### config.mk
export PLATFORM = sky130hd
export DESIGN_NAME = xaui_link_sequencer_flat
export DESIGN_NICKNAME = d
export VERILOG_FILES = /design/src/rtl/xaui_link_sequencer_if.sv /design/src/rtl/xaui_link_sequencer.sv /design/src/flat_wrapper.sv
export SDC_FILE = /design/constraint.sdc
export NUM_CORES = 1
export LEC_CHECK = 0
export CAP_MARGIN = 30
export CORE_MARGIN = 2
export CORE_UTILIZATION = 51
export CTS_CLUSTER_SIZE = 20
export DETAILED_ROUTE_END_ITERATION = 10
export PLACE_DENSITY = 0.88
export SYNTH_ARGS = -nofsm -noshare
export SYNTH_HDL_FRONTEND = slang
export SYNTH_SLANG_ARGS = --single-unit
### constraint.sdc
create_clock -name xaui_clk -period 4.4 [get_ports xaui_clk]
set_input_delay 0.44 -clock xaui_clk [delete_from_list [all_inputs] [get_ports xaui_clk]]
set_output_delay 0.44 -clock xaui_clk [all_outputs]
set_load 0.02 [all_outputs]
### src/rtl/xaui_link_sequencer_if.sv
// Control/status bundle between one XAUI link sequencer and its 4-lane GTX slice.
// master: the sequencer side; slave: the transceiver/status side.
interface xaui_link_sequencer_if;
    logic        force_reset;
    logic [3:0]  mgt_rxlock;
    logic [3:0]  mgt_rxsyncok;
    logic [7:0]  mgt_rxcodevalid;
    logic [3:0]  mgt_rxbufferr;
    logic [3:0]  mgt_rxelecidle;
    logic        mgt_tx_rst;
    logic        mgt_rx_rst;
    logic [3:0]  mgt_rxencommaalign;
    logic        mgt_rxenchansync;
    logic        link_up;
    logic [2:0]  seq_state;
    logic [7:0]  retry_count;
    logic [15:0] err_count;

    modport master (
        input  force_reset, mgt_rxlock, mgt_rxsyncok, mgt_rxcodevalid, mgt_rxbufferr,
               mgt_rxelecidle,
        output mgt_tx_rst, mgt_rx_rst, mgt_rxencommaalign, mgt_rxenchansync, link_up,
               seq_state, retry_count, err_count
    );

    modport slave (
        output force_reset, mgt_rxlock, mgt_rxsyncok, mgt_rxcodevalid, mgt_rxbufferr,
               mgt_rxelecidle,
        input  mgt_tx_rst, mgt_rx_rst, mgt_rxencommaalign, mgt_rxenchansync, link_up,
               seq_state, retry_count, err_count
    );
endinterface

### src/rtl/xaui_link_sequencer.sv
// Bring-up/recovery sequencer for one 4-lane XAUI port: reset, lock, align, chansync, up.
// Define XAUI_SEQ_ERRCNT_EN to build the code-error counter behind err_count.
module xaui_link_sequencer #(
    parameter int unsigned RST_CYCLES      = 64,
    parameter int unsigned LOCK_TIMEOUT    = 65535,
    parameter int unsigned ALIGN_TIMEOUT   = 65535,
    parameter int unsigned STABLE_CYCLES   = 255,
    parameter int unsigned CHANSYNC_CYCLES = 32
) (
    input logic                   xaui_clk,
    input logic                   mgt_reset,
    xaui_link_sequencer_if.master link
);

    typedef enum logic [2:0] {
        StReset    = 3'd0,
        StWaitLock = 3'd1,
        StAlign    = 3'd2,
        StChansync = 3'd3,
        StUp       = 3'd4
    } state_e;

    state_e      state_q, state_d;
    logic [15:0] cnt_q, cnt_d;
    logic [15:0] stable_q, stable_d;
    logic [7:0]  retry_q, retry_d;
    logic [16:0] cnt_inc;
    logic        lock_all, sync_all, buferr_any, clean;
    logic        tx_rst_q, rx_rst_q, chansync_q, link_up_q;
    logic [3:0]  align_q;

    assign lock_all   = &link.mgt_rxlock;
    assign sync_all   = &link.mgt_rxsyncok;
    assign buferr_any = |link.mgt_rxbufferr;
    assign clean      = lock_all & sync_all & (&link.mgt_rxcodevalid) & ~buferr_any &
                        ~(|link.mgt_rxelecidle);
    // cnt_inc is the number of cycles spent in the current state including this one
    assign cnt_inc    = {1'b0, cnt_q} + 17'd1;

    always_comb begin
        state_d  = state_q;
        cnt_d    = cnt_inc[15:0];
        stable_d = stable_q;
        retry_d  = retry_q;
        unique case (state_q)
            StReset: begin
                if (cnt_q == 16'(RST_CYCLES - 1)) state_d = StWaitLock;
            end
            StWaitLock: begin
                if (cnt_inc == 17'(LOCK_TIMEOUT)) state_d = StReset;
                else if (lock_all)                state_d = StAlign;
            end
            StAlign: begin
                if (cnt_inc == 17'(ALIGN_TIMEOUT))       state_d  = StReset;
                else if (stable_q == 16'(STABLE_CYCLES)) state_d  = StChansync;
                else if (clean)                          stable_d = stable_q + 16'd1;
                else                                     stable_d = '0;
            end
            StChansync: begin
                if (!clean)                                state_d = StAlign;
                else if (cnt_inc == 17'(CHANSYNC_CYCLES)) state_d = StUp;
            end
            StUp: begin
                if (!lock_all || !sync_all || buferr_any) state_d = StReset;
            end
            default: state_d = StReset;
        endcase

        if (link.force_reset) state_d = StReset;

        if (state_d != state_q) begin
            cnt_d    = '0;
            stable_d = '0;
        end
        // Holding force keeps the reset pass from starting until it is released
        if (link.force_reset) cnt_d = '0;

        if (state_d == StReset && state_q != StReset && retry_q != 8'hFF) begin
            retry_d = retry_q + 8'd1;
        end
    end

    always_ff @(posedge xaui_clk) begin
        if (mgt_reset) begin
            state_q    <= StReset;
            cnt_q      <= '0;
            stable_q   <= '0;
            retry_q    <= '0;
            tx_rst_q   <= 1'b1;
            rx_rst_q   <= 1'b1;
            align_q    <= '0;
            chansync_q <= 1'b0;
            link_up_q  <= 1'b0;
        end else begin
            state_q    <= state_d;
            cnt_q      <= cnt_d;
            stable_q   <= stable_d;
            retry_q    <= retry_d;
            tx_rst_q   <= (state_d == StReset);
            rx_rst_q   <= (state_d == StReset);
            align_q    <= {4{state_d == StAlign}};
            chansync_q <= (state_d == StChansync);
            link_up_q  <= (state_d == StUp);
        end
    end

`ifdef XAUI_SEQ_ERRCNT_EN
    logic [15:0] err_q;

    always_ff @(posedge xaui_clk) begin
        if (mgt_reset || link.force_reset) begin
            err_q <= '0;
        end else if (state_q == StUp && !(&link.mgt_rxcodevalid) && err_q != 16'hFFFF) begin
            err_q <= err_q + 16'd1;
        end
    end

    assign link.err_count = err_q;
`else
    assign link.err_count = 16'h0;
`endif

    assign link.mgt_tx_rst         = tx_rst_q;
    assign link.mgt_rx_rst         = rx_rst_q;
    assign link.mgt_rxencommaalign = align_q;
    assign link.mgt_rxenchansync   = chansync_q;
    assign link.link_up            = link_up_q;
    assign link.seq_state          = state_q;
    assign link.retry_count        = retry_q;

endmodule

### src/flat_wrapper.sv
// flat-port wrapper written by rule: the top's interface ports become plain ports
module xaui_link_sequencer_flat 
#(
    parameter int unsigned RST_CYCLES      = 64,
    parameter int unsigned LOCK_TIMEOUT    = 65535,
    parameter int unsigned ALIGN_TIMEOUT   = 65535,
    parameter int unsigned STABLE_CYCLES   = 255,
    parameter int unsigned CHANSYNC_CYCLES = 32
)
  (xaui_clk, mgt_reset, link_force_reset, link_mgt_rxlock, link_mgt_rxsyncok, link_mgt_rxcodevalid, link_mgt_rxbufferr, link_mgt_rxelecidle, link_mgt_tx_rst, link_mgt_rx_rst, link_mgt_rxencommaalign, link_mgt_rxenchansync, link_link_up, link_seq_state, link_retry_count, link_err_count);
  xaui_link_sequencer_if link_i ();
  input logic xaui_clk;
  input logic mgt_reset;
  input wire logic [$bits(link_i.force_reset)-1:0] link_force_reset;
  input wire logic [$bits(link_i.mgt_rxlock)-1:0] link_mgt_rxlock;
  input wire logic [$bits(link_i.mgt_rxsyncok)-1:0] link_mgt_rxsyncok;
  input wire logic [$bits(link_i.mgt_rxcodevalid)-1:0] link_mgt_rxcodevalid;
  input wire logic [$bits(link_i.mgt_rxbufferr)-1:0] link_mgt_rxbufferr;
  input wire logic [$bits(link_i.mgt_rxelecidle)-1:0] link_mgt_rxelecidle;
  output wire logic [$bits(link_i.mgt_tx_rst)-1:0] link_mgt_tx_rst;
  output wire logic [$bits(link_i.mgt_rx_rst)-1:0] link_mgt_rx_rst;
  output wire logic [$bits(link_i.mgt_rxencommaalign)-1:0] link_mgt_rxencommaalign;
  output wire logic [$bits(link_i.mgt_rxenchansync)-1:0] link_mgt_rxenchansync;
  output wire logic [$bits(link_i.link_up)-1:0] link_link_up;
  output wire logic [$bits(link_i.seq_state)-1:0] link_seq_state;
  output wire logic [$bits(link_i.retry_count)-1:0] link_retry_count;
  output wire logic [$bits(link_i.err_count)-1:0] link_err_count;
  assign link_i.force_reset = link_force_reset;
  assign link_i.mgt_rxlock = link_mgt_rxlock;
  assign link_i.mgt_rxsyncok = link_mgt_rxsyncok;
  assign link_i.mgt_rxcodevalid = link_mgt_rxcodevalid;
  assign link_i.mgt_rxbufferr = link_mgt_rxbufferr;
  assign link_i.mgt_rxelecidle = link_mgt_rxelecidle;
  assign link_mgt_tx_rst = link_i.mgt_tx_rst;
  assign link_mgt_rx_rst = link_i.mgt_rx_rst;
  assign link_mgt_rxencommaalign = link_i.mgt_rxencommaalign;
  assign link_mgt_rxenchansync = link_i.mgt_rxenchansync;
  assign link_link_up = link_i.link_up;
  assign link_seq_state = link_i.seq_state;
  assign link_retry_count = link_i.retry_count;
  assign link_err_count = link_i.err_count;
  xaui_link_sequencer #(.RST_CYCLES(RST_CYCLES), .LOCK_TIMEOUT(LOCK_TIMEOUT), .ALIGN_TIMEOUT(ALIGN_TIMEOUT), .STABLE_CYCLES(STABLE_CYCLES), .CHANSYNC_CYCLES(CHANSYNC_CYCLES)) u_core (.xaui_clk(xaui_clk), .mgt_reset(mgt_reset), .link(link_i));
endmodule
==> impl_metrics.py, run 1 <==
metrics = {
    "timing": {
        "post-route-min-period_ns": 3.709,
        "timing.final.hold_violations": 0,
        "maxSlewHeadroom_pct": 38.34,
        "fmax_ghz": 0.2696,
        "worstMarginPinSlew_ns": 0.9216,
        "report.final.slew_viol_count": 0,
        "rsz0062_at_grt": "no",
        "final.setup_skew_ns": 0.007468,
        "finalSetupViolations": 0,
        "period_share_pct": 84.29,
        "fin_tns_setup_ns": 0,
    },
    "logic_synthesis": {
        "ys_warn_count": 0,
        "synth-seq-area-share_pct": 33.51,
        "ys_types": 54,
        "syn_inst": 348,
        "syn_area_mm2": 0.002808,
        "synth_ff_type": "dfxtp_1",
        "synth_enable_flop_cells": 0,
        "ys_seq_elements": 47,
        "syn_area_per_cell_um2": 8.068,
        "synthArstFlopShare_pct": 0,
    },
    "clocking": {
        "cts_setup_buffers": 0,
        "clkTransAtPathRegs_ns": 0.09,
        "clockBufferDepth": 2,
        "hold_buffers": 0,
        "cts.htree.levels": 2,
        "cts_buffers": 5,
        "cts_tree": "built",
        "cts_resized": 0,
        "numClockSinks": 47,
        "root_buffer": "clkbuf_8",
        "clock_latency_ns": 0.31,
    },
    "layout": {
        "antenna_cells": 0,
        "finalNonFillerCells": 456,
        "drive_gt1_share_pct": 7.552,
        "fin_nets": 414,
        "syn_to_final_growth_pct": 17.83,
    },
    "critical_path": {
        "r2r-end": "u_core.cnt_q[12]",
        "slowest_delay_ns": 0.66,
        "path_max_fanout": 13,
        "crit_chain": "ha_1 -> nand2_1 -> or4_4 -> xnor2_1 -> o21ai_1 -> or4b_1 -> o2bb2ai_2 -> nor2_2 -> o211ai_2 -> buf_6 -> buf_4 -> nor3b_1",
        "start_kind": "flip-flop",
        "crit_arrival_ns": 3.92,
        "slowest_stage": "or4b_1",
        "cp_data_required_time_ns": 4.61,
        "critPathTopFamily": "simple AND/OR/NAND/NOR gates",
        "worst-path-buf-inv": 2,
        "rrSetupSlack_ns": 0.69,
        "worst_setup_path_end_kind": "flip-flop",
        "timing.rr.start": "u_core.cnt_q[0]",
        "ff2ff_path_depth": 12,
        "critPathKind": "reg2reg",
    },
    "power_and_ir_drop": {
        "max-vdd-ir-drop_v": 0.0001935,
        "p_switching_uw": 176.6,
        "pwr-share-comb_pct": 7.2,
        "power_leakage_nw": 1.044,
        "clock_power_share_pct": 36.3,
        "switching_share_pct": 23.34,
        "power_density_mw_per_mm2": 228.7,
        "power.internal_uw": 580.0,
        "seqPwrFrac_pct": 56.4,
    },
    "place": {
        "hpwl_um": 4775,
        "gp_congestion": 0.9054,
        "placed_cells": 448,
        "io_buffers": 45,
    },
    "worst_hold_path": {
        "hold_start": "u_core.stable_q[1]",
        "whs_path_depth": 2,
        "worstHoldPathType": "reg2reg",
        "hold_path_end": "u_core.stable_q[1]",
    },
    "detailed_routing": {
        "drtIter0Drc": 193,
        "drt_wl_total_um": 6199,
        "viasPerCell": 5.664,
        "drc": 0,
        "drtAntennaViolNets": 0,
        "drt_first_pass_iters": 4,
        "route.vias.total": 2583,
        "wl_per_cell_um": 13.59,
    },
    "job": {
        "drv_cap": 0,
    },
    "floorplan": {
        "ioPinCount": 62,
        "dieArea_mm2": 0.006114,
        "core-area_mm2": 0.005405,
        "die_x_um": 78.20,
        "rows": 27,
        "die_h_um": 78.20,
        "start_util_pct": 51.94,
    },
    "grt": {
        "overflow": 0,
        "grt_max_degree": 21,
        "grt_pass1_vias": 2343,
        "grt_pass1_wl_um": 10760,
        "grt_usage_pct": 21.69,
        "antenna_found_initial": 0,
    },
    "outcome": {
        "outcome": "complete, no violations",
    },
}
==> state kept, by name (all words and copies together) (netlist names) <==
register and flops:
u_core.link.retry_count 8, u_core.link.mgt_rxenchansync 1, u_core.link.mgt_rxencommaalign 1, u_core.cnt_q 16
u_core.link.seq_state 3, u_core.link.link_up 1, u_core.stable_q 16, u_core.link.mgt_tx_rst 1
==> layout make-up <==
class | instances | area, um^2
inverters | 7 | 26.28
well taps | 72 | 90.09
repair buffers | 49 | 484.2
clock inverters | 2 | 16.27
clock buffers | 6 | 82.58
flip-flops and latches | 47 | 940.9
multi-input cells | 273 | 1668
fillers | 466 | 2097
==> per-stage QoR <==
step	setup WS, ns	hold slack, ns	cell area [um^2]	total power, mW	utilization [%]
floorplan	1.285	0.4492	2864	0.4740	-
global placement	0.7809	0.4675	3198	0.4894	59.17
detailed placement	0.7487	0.4830	3209	0.4916	59.38
CTS	0.7221	0.4926	3308	0.7630	61.20
global route	0.4441	0.5087	3308	0.7877	61.20
finish	0.6913	0.4943	3308	0.7566	61.20
==> synth_stat cells (5+ instances only) <==
cell type,number,area (um^2)
nor2_1,34,127.6
inv_1,7,26.28
a21oi_1,10,50.05
xor2_1,13,113.9
nor4_1,13,81.33
xnor2_1,15,131.4
nand2_1,27,101.4
dfxtp_1,47,940.9
clkbuf_1,7,26.28
buf_2,5,25.02
nor3_1,34,170.2
o21ai_0,10,50.05
buf_4,21,157.7
nand4_1,12,75.07
nand3_1,14,70.07
==> worst register-to-register path, delay by kind of cell (launching register included) <==
| family | cells | cell delay [ns] |
|---|---|---|
| simple gates | 5 | 1.66 |
| flops | 1 | 0.43 |
| compound gates | 3 | 0.60 |
| buf+inv | 2 | 0.43 |
| fa+ha+maj | 1 | 0.26 |
| xor+xnor | 1 | 0.24 |
==> cells by family after synthesis <==
logic type               synth area share, %
buffers and inverters                  9.091
XOR/XNOR                               8.735
flip-flops                             33.51
other                                 0.1336
AO/OA/AOI/OAI                          10.25
AND/OR/NAND/NOR                        35.43
multiplexers                           1.070
adder cells (fa/ha/maj)                1.783
==> power by group through the flow <==
stage          combinational (mW)  clock [mW]  sequential, mW
5_1_grt                    0.0595       0.301           0.427
3_5_place_dp               0.0545           0           0.437
4_1_cts                    0.0547       0.281           0.427
3_3_place_gp               0.0523           0           0.437
2_1_floorplan              0.0370           0           0.437
6_report                   0.0547       0.275           0.427
==> how the worst max path moves through the flow <==
| stage | start | slack (ns) | end | cells after the start |
|---|---|---|---|---|
| floorplan | u_core.cnt_q[0] | 1.29 | u_core.link.retry_count[4] | 11 |
| global placement | u_core.cnt_q[0] | 0.78 | u_core.cnt_q[12] | 11 |
| detailed placement | u_core.cnt_q[0] | 0.75 | u_core.cnt_q[12] | 12 |
| CTS | u_core.cnt_q[0] | 0.72 | u_core.cnt_q[12] | 12 |
| global route | u_core.cnt_q[0] | 0.44 | u_core.cnt_q[10] | 12 |
| finish | u_core.cnt_q[0] | 0.69 | u_core.cnt_q[12] | 12 |
==> layout by cell type, fill, tap and decap left out, types with 6 or more instances in the layout <==
cell / n
o21ai_0: 10
nand2_1: 27
clkbuf_8: 6
nand4_1: 12
dfxtp_1: 47
inv_1: 7
nor2_1: 34
a21oi_1: 10
nor3_1: 34
nor4_1: 13
xor2_1: 13
conb_1: 16
nand3_1: 14
xnor2_1: 15
clkdlybuf4s50_1: 45
==> per-layer routing <==
| metal | track usage, % | wire length (um) | part of all wire, % | up-vias |
|---|---|---|---|---|
| li1 | - | - | - | 1283 |
| met1 | 27.68 | 2763 | 45 | 1217 |
| met2 | 35.95 | 3019 | 49 | 68 |
| met3 | 3.793 | 276 | 4.5 | 15 |
| met4 | 9.474 | 139 | 2.2 | 0 |
| met5 | 0 | 0 | 0 | - |
(Power assumes the default switching activity.)
==> run 2: changes to the inputs <==
clock period = 3.6 ns   (was 4.4 ns; I/O delays follow)
==> impl_metrics.py, run 2 (same netlist as run 1, synthesis figures left out) <==
metrics = {
    "outcome": {
        "outcome": "complete, no violations",
    },
    "floorplan": {
        "die_h_um": 78.20,
        "core-area_mm2": 0.005405,
        "die_x_um": 78.20,
        "start_util_pct": 51.94,
        "rows": 27,
        "ioPinCount": 62,
        "dieArea_mm2": 0.006114,
    },
    "layout": {
        "final_common_cell": "dfxtp_1",
        "drive_gt1_share_pct": 8.031,
        "nFillCells": 467,
        "syn_to_final_growth_pct": 18.94,
        "mostFrequentLayoutCells": "dfxtp_1, clkdlybuf4s50_1, nor3_1, nor2_1, nand2_1",
        "finalNonFillerCells": 458,
        "antenna_cells": 0,
        "fin_nets": 416,
        "multi_input_area_mm2": 0.001689,
        "regArea_um2": 940.9,
    },
    "grt": {
        "overflow": 0,
        "grt_usage_pct": 20.37,
        "grt_pass1_vias": 2290,
        "antenna_found_initial": 0,
        "grt_pass1_wl_um": 10280,
        "grt_max_degree": 27,
    },
    "detailed_routing": {
        "route.vias.total": 2561,
        "wl_per_cell_um": 13.50,
        "drt_first_pass_iters": 5,
        "drc": 0,
        "drtAntennaViolNets": 0,
        "drtIter0Drc": 240,
        "viasPerCell": 5.592,
        "drt_wl_total_um": 6185,
    },
    "clocking": {
        "clock_latency_ns": 0.30,
        "cts_setup_buffers": 0,
        "root_buffer": "clkbuf_8",
        "cts_tree": "built",
        "cts.htree.levels": 2,
        "numClockSinks": 47,
        "cts_buffers": 5,
        "clkTransAtPathRegs_ns": 0.08,
        "clockBufferDepth": 2,
    },
    "timing": {
        "final.setup_skew_ns": 0.01106,
        "post-route-min-period_ns": 3.388,
        "maxSlewHeadroom_pct": 56.48,
        "fmax_ghz": 0.2952,
        "finalSetupViolations": 0,
        "report.final.slew_viol_count": 0,
        "postLayoutSetupSlackWorst_ns": 0.2122,
        "worstMarginPinSlew_ns": 0.6522,
        "timing.final.hold_violations": 0,
        "period_share_pct": 94.11,
    },
    "critical_path": {
        "crit_chain": "ha_1 -> nand2_1 -> or4_4 -> xnor2_1 -> o21ai_1 -> or4b_4 -> o2bb2ai_2 -> nor2_2 -> o211ai_4 -> buf_12 -> nor4_1",
        "crit_arrival_ns": 3.59,
        "worst-path-buf-inv": 1,
        "critPathKind": "reg2reg",
        "critPathTopFamily": "simple AND/OR/NAND/NOR gates",
        "path_max_fanout": 26,
        "cp_data_required_time_ns": 3.80,
        "slowest_stage": "or4_4",
        "rrSetupSlack_ns": 0.21,
        "start_kind": "flip-flop",
        "worst_setup_path_end_kind": "flip-flop",
        "slowest_delay_ns": 0.58,
    },
    "worst_hold_path": {
        "worstHoldPathType": "reg2reg",
    },
    "place": {
        "dpl_worst_slack_ns": 0.1205,
        "hpwl_um": 4644,
        "io_buffers": 45,
        "placed_cells": 450,
        "gp_congestion": 0.9159,
    },
    "power_and_ir_drop": {
        "switching_share_pct": 22.96,
        "power_leakage_nw": 1.072,
        "p_switching_uw": 205.3,
        "clock_power_share_pct": 34.1,
        "power_density_mw_per_mm2": 267.7,
        "max-vdd-ir-drop_v": 0.0002253,
        "seqPwrFrac_pct": 58.4,
        "power.internal_uw": 688.6,
        "pwr-share-comb_pct": 7.5,
    },
    "job": {
        "drv_cap": 0,
    },
}
[run 2: worst paths after layout]
| path | start | end | cells past startpoint |
|---|---|---|---|
| setup reg to reg | u_core.cnt_q[0] | u_core.stable_q[8] | 11 |
| hold reg to reg | u_core.stable_q[1] | u_core.stable_q[1] | 2 |
| setup / recovery | u_core.cnt_q[0] | u_core.stable_q[8] | 11 |
| hold / removal | u_core.stable_q[1] | u_core.stable_q[1] | 2 |
[run 2: layout make-up]
class / count / area share (%)
clock buffers: 6 / 2.173
clock inverters: 2 / 0.3747
inverters: 7 / 0.7868
multi-input cells: 273 / 50.58
flip-flops and latches: 47 / 28.18
well taps: 72 / 2.698
repair buffers: 51 / 15.21
[run 2: power by group through the flow]
stage                     clock network, mW  logic (mW)  registers, mW
after floorplan                           0      0.0453          0.534
after global placement                    0      0.0657          0.534
after detailed placement                  0      0.0668          0.534
after CTS                             0.313      0.0670          0.522
after global routing                  0.337      0.0729          0.523
final                                 0.304      0.0672          0.522
[run 2: tightest hold or removal path, delay by kind of cell (launching register included)]
kind,cells,cell delay (ns)
simple gates,1,0.07
flops,1,0.34
compound gates,1,0.06
[run 2: through the flow]
| stage | cell area, um^2 | total power [mW] | util (%) | setup TNS [ns] | hold WS, ns |
|---|---|---|---|---|---|
| after floorplan | 2864 | 0.5793 | - | 0 | 0.4383 |
| after detailed placement | 3233 | 0.6011 | 59.81 | 0 | 0.4831 |
| after CTS | 3318 | 0.9022 | 61.39 | 0 | 0.4992 |
| after global placement | 3233 | 0.5998 | 59.81 | 0 | 0.4609 |
| final | 3339 | 0.8938 | 61.78 | 0 | 0.5028 |
| after global routing | 3339 | 0.9330 | 61.78 | -0.1108 | 0.5513 |
[run 2: metal layers]
layer | GRT usage, % | share of wire, % | vias to the layer above
li1 | - | - | 1286
met1 | 26.16 | 45 | 1176
met2 | 33.36 | 49 | 85
met3 | 4.253 | 4.8 | 14
met4 | 8.246 | 1.7 | 0
met5 | 0 | 0 | -
[run 2: timing repair]
item / in CTS / in global routing
setup endpoints to repair: 0 / 18
gates resized for setup: 0 / 3
hold buffers: 0 / 0
endpoints found under the hold margin: 0 / 0
==> run 3: changes to the inputs <==
CTS_CLUSTER_SIZE = 24   (was 20)
==> results of run 3 <==
No change in the layout: final DEF, timing and power equal those of run 2.
==> variant (config.mk and constraints of run 2) <==
Build with the macro `XAUI_SEQ_ERRCNT_EN` defined.
--- a/src/rtl/xaui_link_sequencer.sv
+++ b/src/rtl/xaui_link_sequencer.sv
@@ -1,5 +1,7 @@
 // Bring-up/recovery sequencer for one 4-lane XAUI port: reset, lock, align, chansync, up.
 // Define XAUI_SEQ_ERRCNT_EN to build the code-error counter behind err_count.
+`define XAUI_SEQ_ERRCNT_EN
+
 module xaui_link_sequencer #(
     parameter int unsigned RST_CYCLES      = 64,
     parameter int unsigned LOCK_TIMEOUT    = 65535,
Function: same outputs for any inputs over 10 cycles, from zero or initial values and one cycle with mgt_reset high; that may be too few to reach the edited logic, so the function may still have changed.
==> variant against run 2 <==
Sequential cell count grew 16; via count grew 22%; combinational power shrank 24%; largest power group unchanged; count of clock-buffer cells in the layout grew 7; area after synthesis grew 21%; synthesized cell count grew 18%; core utilization grew 4.2 points; wire length grew 27%; the flow now finishes with violations (DRC); total power grew 62%; final area grew 27%; die area grew 20%; setup slack gained 120 ps.
==> variant: results <==
set metrics [dict create \
    synth_area_leaders "dfxtp_1 (37%), nor2_1 (7.3%), xnor2_1 (6.7%), xor2_1 (4.4%), nand3_1 (3.2%)" \
    cts_buffers 9 \
    slew-limit-headroom_pct 50.1 \
    reg2reg_slack_ps 330 \
    r2r_end "u_core.cnt_q[2]$_SDFF_PP0_" \
    nets 498 \
    layout-drive-gt1-share_pct 7.45 \
    p_clk_uw 693 \
    cp_top_family "compound AO/OA/AOI/OAI gates" \
    viasPerCell 5.73 \
    gp_congestion 0.922 \
    hpwlAfterDp_mm 5.64 \
    critPathSlowestCell "dfxtp_1" \
    wl_met1_mm 3.28 \
    startpoint "u_core.cnt_q[0]$_SDFF_PP0_" \
    ctsResizeCount 0 \
    grt_pass1_vias 2817 \
    violations "DRC" \
    first_iter_violations 234 \
    htree_levels 3 \
    synthTopCellsByCount "nor2_1 (66), dfxtp_1 (63), xnor2_1 (26)" \
    p_leak_nw 1.44 \
    wl_met3_um 481 \
    drt-pass1-iter-count 10 \
    seqPwrFrac_pct 48.5 \
    dp.cells 531 \
    totalWireLength_mm 7.83 \
    grt_pass1_wl_mm 12.4 \
    synth_seq_area_share_pct 37.0 \
    port_buffers 61 \
    sw_frac_of_total_pct 20.0 \
    grt_max_degree 18 \
    cp_slowest_stage_delay_ps 450 \
    wl_met2_mm 3.97 \
    ys_types 56 \
    synth_cells 411 \
    num_vias 3134 \
    irDropWorstVdd_v 0.000285 \
    fin_skew_ps 4.17 \
    track_usage_pct 20.9 \
    status "complete, but fails checks" \
    arrival_ps 3540 \
    clk_latency_ps 340 \
    drc 6 \
    synth_nets 444 \
    crit_path_max_fanout 16 \
]
[variant: worst max-delay path by stage]
stage,end,slack (ps),cells after the start
2_1_floorplan,u_core.link.retry_count[2]$_SDFFE_PP0P_,700,10
3_3_place_gp,u_core.cnt_q[2]$_SDFF_PP0_,290,10
3_5_place_dp,u_core.cnt_q[2]$_SDFF_PP0_,240,10
4_1_cts,u_core.cnt_q[2]$_SDFF_PP0_,300,11
5_1_grt,u_core.stable_q[12]$_SDFFE_PP0P_,20,11
6_report,u_core.cnt_q[2]$_SDFF_PP0_,330,11
[variant: logic make-up (layout without fill, tap and decap cells)]
logic type / Yosys count / count (layout) / synth area share, %
AND/OR/NAND/NOR: 220 / 220 / 34.7
adder cells (fa/ha/maj): 6 / 6 / 2.20
XOR/XNOR: 43 / 43 / 11.0
multiplexers: 4 / 4 / 1.25
AO/OA/AOI/OAI: 44 / 44 / 9.14
flip-flops: 63 / 63 / 37.0
buffers and inverters: 31 / 90 / 4.66
[variant: metal layers]
| metal | GRT usage, % | up-vias |
|---|---|---|
| met5 | 0 | - |
| met4 | 6.64 | 0 |
| met3 | 6.35 | 11 |
| met2 | 36.9 | 106 |
| met1 | 24.2 | 1468 |
| li1 | - | 1549 |
[variant: per-stage QoR]
stage	hold WS [ps]	instance area [sq um]	worst slack [ps]	util (%)	power (mW)
2_1_floorplan	470	3410	704	-	0.735
3_3_place_gp	479	4010	288	62.5	0.765
3_5_place_dp	495	4010	235	62.5	0.767
4_1_cts	504	4240	302	66.0	1.45
5_1_grt	541	4240	24.6	66.0	1.48
6_report	500	4240	328	66.0	1.44
[variant: final cells by class]
type	instances	area, sq um
repair buffers	63	626
inverters	11	41.3
multi-input cells	317	1990
clock inverters	3	65.1
flip-flops and latches	63	1260
well taps	77	96.3
clock buffers	13	159
fillers	497	2190
